$ cat config.mk
export PLATFORM = sky130hd
export DESIGN_NAME = pool_arb
export DESIGN_NICKNAME = d
export VERILOG_FILES = /design/src/rtl/pool_pkg.sv /design/src/rtl/rr_arbiter.sv /design/src/rtl/pool_arb.sv
export SDC_FILE = /design/constraint.sdc
export NUM_CORES = 1
export LEC_CHECK = 0
export CAP_MARGIN = 30
export CORE_MARGIN = 5
export CORE_UTILIZATION = 45
export CTS_CLUSTER_SIZE = 12
export DETAILED_ROUTE_END_ITERATION = 6
export PLACE_DENSITY = 0.76
export SLEW_MARGIN = 20
export SYNTH_ARGS = -nofsm -noshare
export SYNTH_HDL_FRONTEND = slang
export SYNTH_SLANG_ARGS = --single-unit
$ cat constraint.sdc
create_clock -name clk -period 3.4 [get_ports clk]
set_input_delay 0.68 -clock clk [delete_from_list [all_inputs] [get_ports clk]]
set_output_delay 0.68 -clock clk [all_outputs]
set_load 0.03 [all_outputs]
$ cat src/rtl/pool_pkg.sv
// rtl/pool_pkg.sv - shared types and constants for the pooling-array arbiter
package pool_pkg;

  typedef enum logic [1:0] {
    ST_IDLE    = 2'd0,
    ST_ISSUE   = 2'd1,
    ST_WAIT    = 2'd2,
    ST_RELEASE = 2'd3
  } state_e;

  localparam logic [2:0] DIM_3 = 3'd3;
  localparam logic [2:0] DIM_4 = 3'd4;
  localparam logic [2:0] DIM_5 = 3'd5;

  localparam int DEFAULT_TIMEOUT = 64;
  localparam int CNT_W           = 7;

  function automatic logic dim_valid(input logic [2:0] dim);
    return (dim == DIM_3) || (dim == DIM_4) || (dim == DIM_5);
  endfunction

endpackage

$ cat src/rtl/rr_arbiter.sv
// rtl/rr_arbiter.sv - combinational round-robin pick starting just after the last winner
module rr_arbiter #(
  parameter int NUM_REQ = 4,
  parameter int LW      = 2
) (
  input  logic [NUM_REQ-1:0] req_i,
  input  logic [LW-1:0]      last_i,
  output logic [NUM_REQ-1:0] gnt_o,
  output logic               valid_o
);

  logic [LW-1:0] idx;

  always_comb begin
    gnt_o   = '0;
    valid_o = 1'b0;
    idx     = '0;
    // Offset 1..NUM_REQ so the previous winner is considered last.
    for (int i = 1; i <= NUM_REQ; i++) begin
      idx = LW'((int'(last_i) + i) % NUM_REQ);
      if (!valid_o && req_i[idx]) begin
        gnt_o[idx] = 1'b1;
        valid_o    = 1'b1;
      end
    end
  end

endmodule

$ cat src/rtl/pool_arb.sv
// rtl/pool_arb.sv - round-robin owner arbitration for the shared pooling array
module pool_arb
  import pool_pkg::*;
#(
  parameter int NUM_REQ = 4,
  parameter int TIMEOUT = DEFAULT_TIMEOUT
) (
  input  logic                    clk,
  input  logic                    nrst,
  input  logic [NUM_REQ-1:0]      req,
  input  logic [NUM_REQ-1:0][2:0] req_inst,
  input  logic [NUM_REQ-1:0][2:0] req_dim,
  input  logic                    pu_done,
  output logic [NUM_REQ-1:0]      grant,
  output logic [NUM_REQ-1:0]      job_done,
  output logic                    start_pool,
  output logic [2:0]              pooling_inst,
  output logic [2:0]              array_dim,
  output logic                    busy,
  output logic                    timeout_err,
  output logic                    dim_err
);

  localparam int              LW       = (NUM_REQ > 1) ? $clog2(NUM_REQ) : 1;
  localparam logic [CNT_W-1:0] CNT_LAST = CNT_W'(TIMEOUT - 1);

  state_e             state_q;
  logic [LW-1:0]      last_q;
  logic [LW-1:0]      win_q;
  logic [CNT_W-1:0]   cnt_q;
  logic [NUM_REQ-1:0] grant_q;
  logic [NUM_REQ-1:0] job_done_q;
  logic               start_q;
  logic [2:0]         inst_q;
  logic [2:0]         dim_q;
  logic               busy_q;
  logic               tmo_q;
  logic               dim_err_q;

  logic [NUM_REQ-1:0] arb_gnt;
  logic               arb_valid;
  logic [LW-1:0]      arb_idx;

  rr_arbiter #(
    .NUM_REQ(NUM_REQ),
    .LW     (LW)
  ) u_rr (
    .req_i  (req),
    .last_i (last_q),
    .gnt_o  (arb_gnt),
    .valid_o(arb_valid)
  );

  always_comb begin
    arb_idx = '0;
    for (int i = 0; i < NUM_REQ; i++) begin
      if (arb_gnt[i]) arb_idx = LW'(i);
    end
  end

  // Outputs are registered alongside the state so they track it cycle for cycle.
  always_ff @(posedge clk or negedge nrst) begin
    if (!nrst) begin
      state_q    <= ST_IDLE;
      last_q     <= LW'(NUM_REQ - 1);
      win_q      <= '0;
      cnt_q      <= '0;
      grant_q    <= '0;
      job_done_q <= '0;
      start_q    <= 1'b0;
      inst_q     <= '0;
      dim_q      <= '0;
      busy_q     <= 1'b0;
      tmo_q      <= 1'b0;
      dim_err_q  <= 1'b0;
    end else begin
      start_q    <= 1'b0;
      job_done_q <= '0;
      tmo_q      <= 1'b0;
      dim_err_q  <= 1'b0;
      case (state_q)
        ST_IDLE: begin
          if (arb_valid) begin
            win_q   <= arb_idx;
            inst_q  <= req_inst[arb_idx];
            dim_q   <= req_dim[arb_idx];
            grant_q <= arb_gnt;
            busy_q  <= 1'b1;
            if (dim_valid(req_dim[arb_idx])) begin
              state_q <= ST_ISSUE;
              start_q <= 1'b1;
            end else begin
              state_q    <= ST_RELEASE;
              job_done_q <= arb_gnt;
              dim_err_q  <= 1'b1;
            end
          end
        end
        ST_ISSUE: begin
          state_q <= ST_WAIT;
          cnt_q   <= '0;
        end
        ST_WAIT: begin
          // pu_done is tested first so it wins a tie with the timeout.
          if (pu_done) begin
            state_q    <= ST_RELEASE;
            job_done_q <= grant_q;
          end else if (cnt_q == CNT_LAST) begin
            state_q    <= ST_RELEASE;
            job_done_q <= grant_q;
            tmo_q      <= 1'b1;
          end else begin
            cnt_q <= cnt_q + 1'b1;
          end
        end
        ST_RELEASE: begin
          state_q <= ST_IDLE;
          last_q  <= win_q;
          grant_q <= '0;
          busy_q  <= 1'b0;
        end
        default: state_q <= ST_IDLE;
      endcase
    end
  end

  assign grant        = grant_q;
  assign job_done     = job_done_q;
  assign start_pool   = start_q;
  assign pooling_inst = inst_q;
  assign array_dim    = dim_q;
  assign busy         = busy_q;
  assign timeout_err  = tmo_q;
  assign dim_err      = dim_err_q;

endmodule

* Word level (Yosys, flattened, before mapping)
Index checks and enable logic that the tools add are counted.
** Operators by class
- $add $sub $neg :: 5
- Bitwise operators :: 3
- $lt $le $gt $ge :: 9
- Reduce and logical (&&, ||, !) cells :: 19
- Multiplexer cells :: 57
- Equal/unequal tests :: 11
** Operators by type and width (count)
- 4-bit two-way mux :: 9
- 1-bit two-way mux :: 23
- 4-bit case mux with 2 select lines :: 2
- 2-bit by 3-bit < comparator with 1-bit output, second input constant :: 5
- 7-bit two-way mux :: 2
- 7-bit case mux with 2 select lines :: 1
- 3-bit binary-select mux with 2-bit select :: 2
- 2-bit two-way mux :: 6
- 4-bit OR :: 3
- 1-bit binary-select mux with 2-bit select :: 4
- 1-bit demux with 2-bit select :: 4
- 2-bit by 1-bit greater-or-equal comparator with 1-bit output, second input constant :: 4
- 2-bit case mux with 4 select lines :: 1
- 7-bit by 1-bit adder with 7-bit output, second input constant :: 1
- 7-bit by 6-bit equality test with 1-bit output, second input constant :: 1
- 1-bit logical AND :: 7
- 3-bit equality test, second input constant :: 2
- 3-bit two-way mux :: 2
- 2-bit inequality test, second input constant :: 3
- 2-bit AND reduction :: 3
- 2-bit by 1-bit adder with 2-bit output, second input constant :: 2
- 2-bit adder, second input constant :: 2
- 2-bit equality test, second input constant :: 2
- 2-bit nonzero test :: 2
- 8 further kinds :: 11
** Storage, ports and cells
- Output and inout bits :: 18
- Register bits after elaboration :: 31
- Logic and storage cells :: 116

* Depth between registers and ports, before layout
Gate-level depths: netlist of run 1.
- Word-level depth :: 24
- Mapped depth :: 12

* By module
Synthesis of run 1 repeated with hierarchy kept, for this count alone.
** Second synthesis, totals
- Cells, all modules :: 202
- Area total of the unflattened synthesis :: 1979.4 um^2
** By module, submodules not included
- pool_arb :: cells an instance 154, instances 1, area an instance 1564.0 um^2
- rr_arbiter :: cells an instance 48, instances 1, area an instance 415.4 um^2

* Worst setup path after synthesis of run 1
OpenSTA, ideal clock, no wires.
- Path type :: reg2reg
- From :: register last_q[0]
- To :: register job_done_q[0] (netlist: job_done[0])
- Cell stages (with the launch flop) :: 13
- Data arrival time :: 3.115 ns
- Path slack :: 0.163 ns
- Clock period less this slack :: 3.237 ns
- Path through :: dfstp_2 -> buf_6 -> inv_1 -> ha_1 -> nand2b_1 -> clkbuf_1 -> a221o_1 -> a22o_2 -> buf_6 -> a221oi_1 -> o31ai_1 -> a211o_1 -> a32o_1
** On the way
- Longest elaborated chain between the ends :: 24
- Elaborated cells on any way between the ends :: 62
- Those cells by class :: 4 x add/sub; 8 x order compare; 3 x eq/ne; 32 x mux; 3 x bitwise; 12 x reduce/logical
** RTL lines
- from (decl) :: line pool_arb.sv:28 : logic [LW-1:0] last_q;
- from (signal assigned) :: line pool_arb.sv:65 : last_q <= LW'(NUM_REQ - 1);
- from (signal assigned) :: line pool_arb.sv:118 : last_q <= win_q;
- parallel branches: the longest is 22 deep, another holds 2-bit by 3-bit < comparator with 1-bit output
- 4-bit two-way mux * :: line pool_arb.sv:83 : if (arb_valid) begin
- 4-bit case mux with 2 select lines * :: line pool_arb.sv:81 : case (state_q)
- to (signal assigned) :: line pool_arb.sv:94 : job_done_q <= arb_gnt;
- to (signal assigned) :: line pool_arb.sv:107 : job_done_q <= grant_q;
- to (signal assigned) :: line pool_arb.sv:110 : job_done_q <= grant_q;
- to (decl) :: line pool_arb.sv:32 : logic [NUM_REQ-1:0] job_done_q;
Every way passes the cells marked *. The select of a mux whose other input is x is not followed.
A chain may end at the register's enable or synchronous reset.

* Final worst setup path of run 1
- From :: register last_q[0]
- To :: register job_done_q[2] (netlist: job_done[2])
The elaborated chain is that of the path after synthesis.

==> results of run 1 <==
-- registers in the layout, indices dropped and copies added (netlist names) --
register	count
cnt_q	7
grant	4
job_done	4
array_dim	3
pooling_inst	3
last_q	2
state_q	2
win_q	2
busy	1
dim_err	1
start_pool	1
timeout_err	1
-- report_power, final --
group          total, mW  switching [mW]  internal (mW)
Combinational       1.71           0.932          0.779
Sequential         0.632           0.117          0.515
Clock              0.294           0.131          0.163
Total               2.64            1.18           1.46
-- metal layers --
layer	global-route usage, %	vias up	share of wire (%)
met5	0	-	0
met4	6.19	0	0.99
met3	5.04	8	4.8
met2	29.0	52	50
met1	21.6	879	44
li1	-	921	-
-- cell families (layout without fill, tap and decap cells) --
family | Yosys count | after routing | synth area share [%]
multiplexers | 12 | 12 | 6.84
AO/OA/AOI/OAI | 61 | 61 | 22.4
flip-flops | 31 | 31 | 38.3
XOR/XNOR | 2 | 2 | 0.863
AND/OR/NAND/NOR | 85 | 85 | 20.4
adder cells (fa/ha/maj) | 12 | 12 | 7.39
buffers and inverters | 14 | 82 | 3.76
-- metrics by stage --
stage,worst slack (ns),utilization (%)
3_3_place_gp,-0.269,61.2
5_1_grt,0.0125,65.0
6_report,0.153,65.0
3_5_place_dp,-0.335,61.2
2_1_floorplan,0.163,-
4_1_cts,0.0142,63.6
-- final timing paths --
path                       cells after the start                   from                     endpoint
max                                            9  last_q[0]$_DFFE_PN1P_        job_done[2]$_DFF_PN0_
min reg2reg                                    2   win_q[0]$_DFFE_PN0P_         win_q[0]$_DFFE_PN0P_
max in group asynchronous                      2                   nrst  pooling_inst[2]$_DFFE_PN0P_
min in group asynchronous                      1                   nrst         cnt_q[3]$_DFFE_PN0P_
min                                            2   win_q[0]$_DFFE_PN0P_         win_q[0]$_DFFE_PN0P_
max reg2reg                                    9  last_q[0]$_DFFE_PN1P_        job_done[2]$_DFF_PN0_
-- layout by cell type, fill, tap and decap left out, types with 2 or more instances in the layout --
cell type,n
clkdlybuf4s50_1,44
nand2_1,30
dfrtp_1,29
nor2_1,20
buf_4,20
o21ai_0,14
ha_1,12
a21oi_1,11
inv_1,6
nand2b_1,6
clkbuf_8,6
mux2_2,5
mux2i_1,5
nand3b_1,4
and3_1,4
o21a_1,4
a32o_1,4
nor3_1,3
nand2_2,3
and2_1,3
o311ai_0,3
dlymetal6s2s_1,3
or3b_1,2
and4_1,2
o22ai_1,2
a21boi_0,2
nor2b_1,2
xor2_1,2
-- what timing repair did --
item,in CTS,in global routing
pin swaps,3,2
hold buffers,0,0
cloned,0,0
resized for setup,2,13
setup endpoints to repair,5,7
buffers inserted,1,0
-- cell type report --
cell class | instances | area (um2)
Timing Repair Buffer | 68 | 637
Fill cell | 360 | 1530
Tap cell | 52 | 65.1
Clock buffer | 7 | 86.3
Clock inverter | 1 | 5.00
Multi-Input combinational cell | 172 | 1230
Sequential cell | 31 | 782
Inverter | 6 | 22.5
-- worst reg2reg max path, stage by stage (launching register included) --
cell and delay (ns):
dfstp_4 0.71, inv_1 0.08, ha_1 0.38, nand2b_1 0.24
a221o_1 0.40, a22o_2 0.27, mux2i_1 0.14, a211o_1 0.32
a211o_4 0.37, a32o_1 0.22
==> flow_summary.json, run 1 <==
{
  "route.detailed.wl_per_inst_um": 15.2,
  "die_h_um": 77.2,
  "synthArstFlopShare_pct": 100,
  "p_leak_nw": 1.25,
  "total_power_mw": 2.64,
  "grt_antenna_before_repair": 0,
  "clock_skew_ns": 0.00864,
  "cpMaxStageDelayCell": "dfstp_4",
  "cts.sinks": 31,
  "cts_made_buffers": 5,
  "ios": 49,
  "dp_hpwl_um": 3930,
  "fin_crit_ns": 3.25,
  "yosysSeqAreaShare_pct": 38.3,
  "port_buffers": 48,
  "vias": 1860,
  "routabilityCongestion": 0.847,
  "tns_ns": 0,
  "crit_family": "compound AO/OA/AOI/OAI gates",
  "die_area_um2": 5960,
  "synth_top_cell_area_share_pct": 35.7,
  "drt_iter0_drc": 97,
  "postRouteAntennaNets": 0,
  "syn-cell-area_um2": 2030,
  "ys_ff_latch": 31,
  "place_area_um2": 2670,
  "maxSlewHeadroom_pct": 47.6,
  "area_growth_pct": 39.3,
  "rows": 24,
  "path_class": "reg -> reg",
  "cts_root_buf": "clkbuf_8",
  "grt_setup_unrepaired": "no",
  "status": "completed",
  "cts.reportedPaths.clkPinSlew_ns": 0.06,
  "worst_slew_pin_slew_ns": 0.783,
  "cp_max_fo": 13,
  "cp_data_required_time_ns": 3.57,
  "synth.most_common_cell": "nand2_1",
  "synth_nets": 260,
  "synth_cells": 217,
  "nets": 327,
  "p_per_area_nw_per_um2": 932,
  "peakVddDrop_uv": 587,
  "drc_errors": 0,
  "synthTopCellsByCount": "32 x nand2_1, 29 x dfrtp_1, 20 x nor2_1, 14 x o21ai_0, 12 x ha_1",
  "hold_class": "reg -> reg",
  "slowest_delay_ns": 0.71,
  "cts_max_path_buffers": 2,
  "cp.buffers_inverters": 1,
  "grt-ovfl-total": 0,
  "cap_viol_max_count": 0,
  "timing.final.hold_violations": 0,
  "drive_gt1_share_pct": 16.8,
  "slew_viol_final": 0,
  "initial_core_util_pct": 46.6,
  "tritoncts": "built",
  "h-tree-depth": 2,
  "synth_edf_count": 0,
  "clk_latency_ns": 0.28,
  "path_cells": "inv_1 -> ha_1 -> nand2b_1 -> a221o_1 -> a22o_2 -> mux2i_1 -> a211o_1 -> a211o_4 -> a32o_1",
  "finalCritPeriodShare_pct": 95.5,
  "design.core.area_um2": 4350,
  "diodes": 0,
  "synth_area_per_cell_um2": 9.36,
  "cp-end-kind": "flip-flop",
  "synth_area_leaders": "dfrtp_1 36%, ha_1 7.4%, nand2_1 5.9%",
  "synthFlopType": "dfrtp_1",
  "final_area_um2": 2830,
  "finalSetupViolations": 0,
  "grt_pass1_wl_um": 8630,
  "fmax_ghz": 0.308,
  "vias_per_cell": 5.52,
  "r2r_slack_ns": 0.15,
  "fin_cells": 337,
  "grt_pass1_vias": 1873,
  "yosysTopAreaCell": "dfrtp_1",
  "start_kind": "flip-flop",
  "dp.cells": 328,
  "dr.pass1.iters": 4,
  "yosysWarnings": 0,
  "holdWs_ns": 0.479,
  "synth.distinct_cells": 53,
  "die-width_um": 77.2,
  "arrival_ns": 3.41,
  "routed_wl_um": 5130,
  "track_usage_pct": 17.5,
  "grt_max_degree": 18
}
Note: power is estimated with default switching activity, not from simulation.
==> run 2, diff against run 1 <==
- CORE_MARGIN: 5 -> 8
==> run 2 against run 1 <==
Compared with the run above: worst hold slack about the same; sequential share of layout area decreased by 0.18 points; utilization increased by 0.11 points; combinational power about the same; worst setup slack improved by 0.018 ns; fmax increased by 0.55%; sequential power decreased by 2%; register-to-register slack improved by 0.02 ns; clock power increased by 11%; highest routed layer unchanged.
==> flow_summary.json, run 2 (synthesized netlist as in run 1, its figures left out) <==
{
  "slowest_delay_ns": 0.67,
  "grt_antenna_before_repair": 0,
  "path_cells": "inv_1 -> ha_1 -> nand2b_1 -> a221o_1 -> a22o_2 -> a221oi_2 -> o31ai_4 -> a211o_4 -> a32o_1",
  "seqCellArea_um2": 778,
  "p_leak_nw": 1.25,
  "fillers": 347,
  "p_per_area_nw_per_um2": 942,
  "drc_errors": 0,
  "cts_max_path_buffers": 2,
  "cts.reportedPaths.clkPinSlew_ns": 0.07,
  "fin_cells": 337,
  "cp.buffers_inverters": 1,
  "largest_register": "cnt_q",
  "clk_latency_ns": 0.29,
  "grt_setup_unrepaired": "no",
  "cts.sinks": 31,
  "clock_skew_ns": 0.00451,
  "cap_viol_max_count": 0,
  "dp.cells": 328,
  "rows": 24,
  "route.detailed.wl_per_inst_um": 16.2,
  "initial_core_util_pct": 46.6,
  "tritoncts": "built",
  "diodes": 0,
  "cts_made_buffers": 5,
  "finalSetupViolations": 0,
  "worst_slew_pin_slew_ns": 0.811,
  "port_buffers": 48,
  "path_class": "reg -> reg",
  "maxSlewHeadroom_pct": 45.7,
  "drt_iter0_drc": 87,
  "fmax_ghz": 0.310,
  "peakVddDrop_uv": 599,
  "total_power_mw": 2.67,
  "routabilityCongestion": 0.891,
  "final_cell_mix": "44 x clkdlybuf4s50_1, 32 x nand2_1, 29 x dfrtp_1",
  "arrival_ns": 3.40,
  "tns_ns": 0,
  "crit_family": "compound AO/OA/AOI/OAI gates",
  "cp-end-kind": "flip-flop",
  "finalCritPeriodShare_pct": 95.0,
  "status": "completed",
  "die_h_um": 83.2,
  "grt_max_degree": 32,
  "final_area_um2": 2830,
  "cp_max_fo": 9,
  "design.core.area_um2": 4350,
  "multiInputGateArea_um2": 1220,
  "hold_class": "reg -> reg",
  "die-width_um": 83.2,
  "die_area_um2": 6920,
  "place_area_um2": 2670,
  "start_kind": "flip-flop",
  "cts_hold_buf": 0,
  "track_usage_pct": 15.3,
  "routed_wl_um": 5450,
  "cpMaxStageDelayCell": "dfstp_2",
  "cp_data_required_time_ns": 3.58,
  "drive_gt1_share_pct": 16.5,
  "dp_hpwl_um": 4130,
  "vias": 1916,
  "grt_pass1_vias": 1975,
  "final_common_cell": "clkdlybuf4s50_1",
  "ios": 49,
  "largest_reg_flops": 7,
  "area_growth_pct": 39.6,
  "grt_pass1_wl_um": 8910,
  "fin_crit_ns": 3.23,
  "timing.final.hold_violations": 0,
  "cts_root_buf": "clkbuf_8",
  "grt-ovfl-total": 0,
  "slew_viol_final": 0,
  "fin_util_pct": 65.1,
  "postRouteAntennaNets": 0,
  "dr.pass1.iters": 6,
  "nets": 327,
  "vias_per_cell": 5.69,
  "h-tree-depth": 2
}
==> run 2: routing by layer <==
layer | routed length [um] | track usage (%) | up-vias
li1 | - | - | 925
met1 | 2410 | 17.6 | 932
met2 | 2750 | 26.7 | 51
met3 | 223 | 3.81 | 8
met4 | 65 | 4.79 | 0
met5 | 0 | 0 | -
==> run 2: stage by stage <==
| step | setup slack [ns] | hold WS [ns] |
|---|---|---|
| after floorplan | 0.163 | 0.384 |
| after global placement | -0.258 | 0.451 |
| after detailed placement | -0.310 | 0.452 |
| after CTS | 0.000992 | 0.475 |
| after global routing | 0.00287 | 0.495 |
| final | 0.171 | 0.479 |
==> run 2: report_power, final <==
group          internal, mW  switching, mW  total [mW]
clock                 0.184          0.143       0.327
sequential            0.511          0.109       0.620
combinational         0.781          0.941        1.72
==> run 2: worst register-to-register path: stages (launching register included) <==
cell and delay, ns:
dfstp_2 0.67, inv_1 0.10, ha_1 0.39, nand2b_1 0.23, a221o_1 0.39, a22o_2 0.27
a221oi_2 0.35, o31ai_4 0.12, a211o_4 0.36, a32o_1 0.23
==> run 2: final timing paths <==
path	slack, ns	depth (start not counted)	to	startpoint
min in group asynchronous	0.77	2	cnt_q[3]$_DFFE_PN0P_	nrst
min	0.48	2	win_q[1]$_DFFE_PN0P_	win_q[1]$_DFFE_PN0P_
max in group asynchronous	2.30	2	last_q[1]$_DFFE_PN1P_	nrst
max	0.17	9	job_done[3]$_DFF_PN0_	last_q[0]$_DFFE_PN1P_
min reg2reg	0.48	2	win_q[1]$_DFFE_PN0P_	win_q[1]$_DFFE_PN0P_
max reg2reg	0.17	9	job_done[3]$_DFF_PN0_	last_q[0]$_DFFE_PN1P_
==> run 2: what timing repair did <==
action / in CTS / in global routing
endpoints found under the setup margin: 5 / 7
buffers inserted: 0 / 1
pin swaps: 0 / 3
cloned: 0 / 0
resized for setup: 2 / 10
==> run 2: layout make-up <==
class / count / area share (%)
clock buffers: 7 / 3.40
repair buffers: 68 / 22.6
flip-flops and latches: 31 / 27.5
multi-input cells: 172 / 43.2
inverters: 6 / 0.795
well taps: 52 / 2.30
clock inverters: 1 / 0.265
